<file path="src/rtl/uart_tx_fifo.sv">
// UART transmitter with a small write FIFO in front of it.
// The frame format (8 baud rates, parity, 1/2 stop bits) is latched when each word is popped.
module uart_tx_fifo #(
    parameter int unsigned DATA_W     = 8,
    parameter int unsigned FIFO_DEPTH = 4,
    parameter int unsigned CLK_HZ     = 50_000_000
) (
    input  logic                          clk,
    input  logic                          reset,
    input  logic [DATA_W-1:0]             Tx_DATA,
    input  logic                          Tx_WR,
    input  logic                          TX_EN,
    input  logic [2:0]                    baud_select,
    input  logic [1:0]                    parity_mode,
    input  logic                          stop2,
    input  logic                          ovf_clr,
    output logic                          TxD,
    output logic                          Tx_BUSY,
    output logic                          Tx_FULL,
    output logic                          Tx_EMPTY,
    output logic [$clog2(FIFO_DEPTH):0]   Tx_LEVEL,
    output logic                          Tx_OVF
);
    localparam int unsigned PTR_W     = $clog2(FIFO_DEPTH);
    localparam int unsigned LVL_W     = PTR_W + 1;
    localparam int unsigned BIT_W     = 4;
    localparam int unsigned BC_300    = (CLK_HZ + 150) / 300;
    localparam int unsigned BC_1200   = (CLK_HZ + 600) / 1200;
    localparam int unsigned BC_4800   = (CLK_HZ + 2400) / 4800;
    localparam int unsigned BC_9600   = (CLK_HZ + 4800) / 9600;
    localparam int unsigned BC_19200  = (CLK_HZ + 9600) / 19200;
    localparam int unsigned BC_38400  = (CLK_HZ + 19200) / 38400;
    localparam int unsigned BC_57600  = (CLK_HZ + 28800) / 57600;
    localparam int unsigned BC_115200 = (CLK_HZ + 57600) / 115200;
    localparam int unsigned CNT_W     = $clog2(BC_300 + 1);

    if (BC_115200 < 2) begin : g_chk_clk
        $error("uart_tx_fifo: CLK_HZ too low, bit period below 2 clocks");
    end
    if (DATA_W < 5 || DATA_W > 9) begin : g_chk_dw
        $error("uart_tx_fifo: DATA_W must be 5..9");
    end
    if (FIFO_DEPTH < 2 || FIFO_DEPTH > 64 || (1 << PTR_W) != FIFO_DEPTH) begin : g_chk_depth
        $error("uart_tx_fifo: FIFO_DEPTH must be a power of two in 2..64");
    end

    typedef enum logic [2:0] {S_IDLE, S_START, S_DATA, S_PARITY, S_STOP} state_e;

    // Terminal count (bit period minus one) for each baud_select code.
    function automatic logic [CNT_W-1:0] last_cnt(input logic [2:0] sel);
        case (sel)
            3'd0:    last_cnt = CNT_W'(BC_300 - 1);
            3'd1:    last_cnt = CNT_W'(BC_1200 - 1);
            3'd2:    last_cnt = CNT_W'(BC_4800 - 1);
            3'd3:    last_cnt = CNT_W'(BC_9600 - 1);
            3'd4:    last_cnt = CNT_W'(BC_19200 - 1);
            3'd5:    last_cnt = CNT_W'(BC_38400 - 1);
            3'd6:    last_cnt = CNT_W'(BC_57600 - 1);
            default: last_cnt = CNT_W'(BC_115200 - 1);
        endcase
    endfunction

    state_e              state_q, state_d;
    logic                txd_q, txd_d;
    logic [CNT_W-1:0]    cnt_q, cnt_d;
    logic [CNT_W-1:0]    last_q, last_d;
    logic [BIT_W-1:0]    bit_q, bit_d;
    logic [DATA_W-1:0]   shr_q, shr_d;
    logic                par_en_q, par_en_d;
    logic                par_bit_q, par_bit_d;
    logic                stop2_q, stop2_d;
    logic [PTR_W-1:0]    wr_ptr_q, wr_ptr_d;
    logic [PTR_W-1:0]    rd_ptr_q, rd_ptr_d;
    logic [LVL_W-1:0]    level_q, level_d;
    logic                ovf_q, ovf_d;
    logic                busy_q, busy_d;
    logic                full_q, full_d;
    logic                empty_q, empty_d;
    logic [DATA_W-1:0]   mem_q [FIFO_DEPTH];
    logic [DATA_W-1:0]   head;
    logic                bit_done;
    logic                wr_acc;
    logic                frame_start;

    assign head     = mem_q[rd_ptr_q];
    assign bit_done = (cnt_q == last_q);
    assign wr_acc   = Tx_WR && (level_q != LVL_W'(FIFO_DEPTH));

    // Frame sequencer plus FIFO bookkeeping.
    always_comb begin
        state_d     = state_q;
        txd_d       = txd_q;
        cnt_d       = cnt_q;
        last_d      = last_q;
        bit_d       = bit_q;
        shr_d       = shr_q;
        par_en_d    = par_en_q;
        par_bit_d   = par_bit_q;
        stop2_d     = stop2_q;
        frame_start = 1'b0;

        if (state_q != S_IDLE) begin
            cnt_d = bit_done ? '0 : cnt_q + CNT_W'(1);
        end

        case (state_q)
            S_IDLE: begin
                if (TX_EN && level_q != '0) frame_start = 1'b1;
            end
            S_START: begin
                if (bit_done) begin
                    state_d = S_DATA;
                    txd_d   = shr_q[0];
                    shr_d   = shr_q >> 1;
                    bit_d   = '0;
                end
            end
            S_DATA: begin
                if (bit_done) begin
                    if (bit_q == BIT_W'(DATA_W - 1)) begin
                        bit_d   = '0;
                        state_d = par_en_q ? S_PARITY : S_STOP;
                        txd_d   = par_en_q ? par_bit_q : 1'b1;
                    end else begin
                        bit_d = bit_q + BIT_W'(1);
                        txd_d = shr_q[0];
                        shr_d = shr_q >> 1;
                    end
                end
            end
            S_PARITY: begin
                if (bit_done) begin
                    state_d = S_STOP;
                    txd_d   = 1'b1;
                    bit_d   = '0;
                end
            end
            S_STOP: begin
                if (bit_done) begin
                    if (stop2_q && bit_q == '0) begin
                        bit_d = BIT_W'(1);
                    end else if (TX_EN && level_q != '0) begin
                        frame_start = 1'b1;
                    end else begin
                        state_d = S_IDLE;
                    end
                end
            end
            default: state_d = S_IDLE;
        endcase

        // Pop the head and freeze the frame configuration for its whole duration.
        if (frame_start) begin
            state_d  = S_START;
            txd_d    = 1'b0;
            cnt_d    = '0;
            last_d   = last_cnt(baud_select);
            shr_d    = head;
            par_en_d = (parity_mode != 2'b00);
            stop2_d  = stop2;
            case (parity_mode)
                2'b01:   par_bit_d = ^head;
                2'b10:   par_bit_d = ~^head;
                2'b11:   par_bit_d = 1'b1;
                default: par_bit_d = 1'b0;
            endcase
        end

        wr_ptr_d = wr_ptr_q + PTR_W'(wr_acc);
        rd_ptr_d = rd_ptr_q + PTR_W'(frame_start);
        level_d  = level_q + LVL_W'(wr_acc) - LVL_W'(frame_start);
        ovf_d    = (Tx_WR && !wr_acc) ? 1'b1 : (ovf_clr ? 1'b0 : ovf_q);
        busy_d   = (state_d != S_IDLE) || (level_d != '0);
        full_d   = (level_d == LVL_W'(FIFO_DEPTH));
        empty_d  = (level_d == '0);
    end

    always_ff @(posedge clk or negedge reset) begin
        if (!reset) begin
            state_q   <= S_IDLE;
            txd_q     <= 1'b1;
            cnt_q     <= '0;
            last_q    <= '0;
            bit_q     <= '0;
            shr_q     <= '0;
            par_en_q  <= 1'b0;
            par_bit_q <= 1'b0;
            stop2_q   <= 1'b0;
            wr_ptr_q  <= '0;
            rd_ptr_q  <= '0;
            level_q   <= '0;
            ovf_q     <= 1'b0;
            busy_q    <= 1'b0;
            full_q    <= 1'b0;
            empty_q   <= 1'b1;
        end else begin
            state_q   <= state_d;
            txd_q     <= txd_d;
            cnt_q     <= cnt_d;
            last_q    <= last_d;
            bit_q     <= bit_d;
            shr_q     <= shr_d;
            par_en_q  <= par_en_d;
            par_bit_q <= par_bit_d;
            stop2_q   <= stop2_d;
            wr_ptr_q  <= wr_ptr_d;
            rd_ptr_q  <= rd_ptr_d;
            level_q   <= level_d;
            ovf_q     <= ovf_d;
            busy_q    <= busy_d;
            full_q    <= full_d;
            empty_q   <= empty_d;
        end
    end

    always_ff @(posedge clk) begin
        if (wr_acc) mem_q[wr_ptr_q] <= Tx_DATA;
    end

    assign TxD      = txd_q;
    assign Tx_BUSY  = busy_q;
    assign Tx_FULL  = full_q;
    assign Tx_EMPTY = empty_q;
    assign Tx_LEVEL = level_q;
    assign Tx_OVF   = ovf_q;

endmodule

</file>
<file path="config.mk">
export PLATFORM = sky130hd
export DESIGN_NAME = uart_tx_fifo
export DESIGN_NICKNAME = d
export VERILOG_FILES = /design/src/rtl/uart_tx_fifo.sv
export SDC_FILE = /design/constraint.sdc
export NUM_CORES = 1
export LEC_CHECK = 0
export BUFFER_PORTS_ARGS = -buffer_cell sky130_fd_sc_hd__buf_2
export CELL_PAD_IN_SITES_DETAIL_PLACEMENT = 1
export CELL_PAD_IN_SITES_GLOBAL_PLACEMENT = 1
export CORE_ASPECT_RATIO = 1.5
export CORE_UTILIZATION = 54
export DETAILED_ROUTE_END_ITERATION = 8
export PLACE_DENSITY_LB_ADDON = 0.1
export SLEW_MARGIN = 20
export SYNTH_ARGS = -nofsm -noshare
export SYNTH_HDL_FRONTEND = slang
export SYNTH_SLANG_ARGS = --single-unit
</file>
<file path="constraint.sdc">
create_clock -name clk -period 9.48 [get_ports clk]
set_input_delay 1.422 -clock clk [delete_from_list [all_inputs] [get_ports clk]]
set_output_delay 1.422 -clock clk [all_outputs]
set_load 0.005 [all_outputs]
</file>
==> impl_results.md <==
- IO Count: 27
- Hold Crit Depth: 2
- Drt pass-1 iters: 4
- PostCTS Resize Cnt: 0
- Fmax: a little over 200 MHz
- Final Wtd Congestion: 0.756
- Antenna Cells: 0
- DIE HEIGHT: roughly 120 um
- Initial antenna violation count: 0
- Clock network latency to the later pin of the worst-skew pair: about 0.35 ns
- Leak pwr: around 2.2 nW
- R2r setup slk: 4.54 ns
- Slew Limit Headroom: a little under half
- Reg2Reg Launch Point: cnt_q[10]
- Largest net degree at the start of global routing: 64
- Fin crit period: around 5 ns
- Status: finished clean
- Worst Max-Slew Pin Slew: ~0.82 ns
- Tot Pwr: 0.00157 W
- Layout fillers: 873
- Remaining DRCs: 0
- Hold_buf cts: 0
- # H-tree levels: 3
- Die width: 78.1 um
- IO buf count: 26
- Mapped Avg Cell Area: around 12 um^2
- Core region area: between 0.008 and 0.009 mm^2
- Worst hold endpoint: TxD
- Final Hold Vio Count: 0
- Vias in the first global route: ~3.2k
- Data arrival time of the worst path: 5.11 ns
- Initial Utilization: between 50 and 60%
- Routed wire per std cell: approximately 19 um
- CP Cell Sequence: or3_4, a2111oi_4, nand2_4, o31a_1, inv_2, ha_1, inv_1, ha_1, inv_1, fa_1, xnor2_1, xnor2_1, nor4_1, o2111ai_1
- Max incr delay on CP: 0.80 ns
- Clock sink count: 95
- Post-synth ARST share: between 60% and 70%
- Area Overhead vs Synth: 10.0%
- Row count: 41
- Clock Tree Root: clkbuf_16
- CTS clk-pin slew, worst paths: approximately 0.070 ns
- Final wirelength: around 10 mm
- Die area: between 0.009 and 0.01 mm^2
- Max Slew Vio Count: 0
- Largest area contributor in the netlist: dfrtp_1
- TritonCTS Buffers: 9
- Post-synthesis cell type count: 58
- Nets: approximately 430
- Synth Warn #: 0
- Mapped Cells: ~380
- Hold Slack: 0.488 ns
- Top FF cell, synth: dfrtp_1
- Number of vias per cell: 5.69
- Antenna Violating Nets Remaining: 0
- Synthesized area: approximately 0.0047 mm^2
- Critical path data required time: 9.65 ns
- Dominant cells by area after synthesis: dfrtp_1 (33%), edfxtp_1 (21%), mux2_4 (6.1%)
- Final Skew: a little under 0.009 ns
- First-iteration detailed-routing DRC count: around 160
- Global-route wire length before repair: 16.5 mm
- Post-synth EDFFs: 32
- Remaining Overflow, GRT: 0
- Placed cell area: slightly below 0.005 mm^2
- Post-route cell area: slightly above 0.005 mm^2
- Final setup fails: 0
- Setup TNS: 0 ns
- Slowest CP cell: a2111oi_4
- Synth Register Bits: 95
- Maxcap violations: 0
- Dpl hpwl: 7.46 mm
- Final Cycle Share: between 50% and 60%
- Peak supply drop: slightly above 0.2 mV
- Crit path max fanout: 21
- Critical path launch point type: register
- Top cell type's share of synthesized area: ~33%
- Syn_nets: 402
- Layout cells sized above 1: roughly a fifth
- Vias: 2924
- Worst hold path startpoint: TxD
- CTS tree: built
- Unrepaired setup endpoints after global routing: false
- Length in cells of the worst reg-to-reg path: 14
- Crit path kind: register to register
- Gr usage total: 25.0%
- CTS max path bufs: 2
- Postcts setup bufs: 0
- Worst Setup End Kind: register
- Sequential area share after synthesis: a little over half
- Worst Hold Class: register to register
- Pwr dens: just over 300 mW/mm^2
- FF-to-FF End: Tx_BUSY
-- registers in the layout (all words and copies together), names as in the netlist, 2 cells and up --
signal,count
mem_q,32
last_q,15
rd_ptr_q,2
bit_q,4
wr_ptr_q,2
state_q,3
Tx_LEVEL,3
cnt_q,18
shr_q,8
-- worst max-delay path: cells and delay by family, from the launching register on --
kind	cells	cell delay, ns
compound gates	3	1.54
simple gates	3	0.90
fa+ha+maj	3	0.85
buf+inv	3	0.69
flops	1	0.43
xor+xnor	2	0.33
-- layout make-up --
cell class / count / area, um^2 / share of cell area (%)
tap: 107 / 134 / 2.60
timing repair buffer: 30 / 160 / 3.11
multi-input combinational: 247 / 1970 / 38.3
inverter: 19 / 71.3 / 1.38
clock buffer: 9 / 225 / 4.37
sequential: 95 / 2540 / 49.3
clock inverter: 7 / 52.6 / 1.02
-- synth_stat cells, types with 3 or more instances --
cell / count
a21oi_1: 6
and3_1: 3
clkbuf_1: 8
dfrtp_1: 61
edfxtp_1: 32
ha_1: 7
inv_1: 18
mux2_1: 6
mux2_4: 19
mux2i_1: 8
mux4_2: 8
nand2_1: 22
nand2b_1: 4
nand3_1: 14
nand4_1: 7
nor2_1: 34
nor2b_1: 4
nor3_1: 7
o21ai_0: 15
xnor2_1: 25
xor2_1: 14
-- stage by stage --
stage | std cells | utilization, % | worst slack, ns
after CTS | 514 | 61.3 | 4.47
after detailed placement | 498 | 58.0 | 4.49
after global routing | 514 | 61.3 | 4.17
final | 514 | 61.3 | 4.54
after floorplan | 375 | - | 5.62
after global placement | 498 | 58.0 | 4.73
-- cell usage in the layout, fill, tap and decap left out, types with 3 or more instances in the layout --
master and count:
a21oi_1 6, nor2_1 34, mux2i_1 8, nor3_1 7, buf_4 4, nor2b_1 4, and3_1 3, nand4_1 7
nand2_1 22, mux2_4 19, o21ai_0 15, clkbuf_16 9, ha_1 7, mux2_1 6, dfrtp_1 61, inv_1 18
mux4_2 8, nand3_1 14, xor2_1 14, buf_2 26, xnor2_1 25, nand2b_1 4, edfxtp_1 32, inv_6 5
-- how the worst max path moves through the flow --
stage | slack (ns) | cells after the start | endpoint | start
finish | 4.54 | 14 | Tx_BUSY | cnt_q[10]
global route | 4.17 | 15 | Tx_BUSY | cnt_q[1]
CTS | 4.47 | 15 | Tx_BUSY | cnt_q[1]
detailed placement | 4.49 | 15 | Tx_BUSY | cnt_q[1]
global placement | 4.73 | 14 | Tx_BUSY | TX_EN
floorplan | 5.62 | 14 | Tx_BUSY | TX_EN
-- report_power, final --
part	internal [W]	total, W	switching [W]	leakage [nW]
sequential	0.000551	0.000667	0.000116	1.08
combinational	0.000292	0.000562	0.000270	0.946
clock	0.000181	0.000339	0.000158	0.139
-- cell families after synthesis --
kind of cell	synth area share (%)
xor+xnor	7.29
simple gates	12.3
buf+inv	3.68
compound gates	6.70
mux	13.6
fa+ha+maj	2.30
flops	54.2
-- metal layers --
layer  share of wire, %  track usage, %
met1                 36            25.3
met2                 59            49.3
met3                2.2            4.33
met4                2.1            10.6
met5                  0               0
Note: power is estimated with default switching activity, not from simulation.
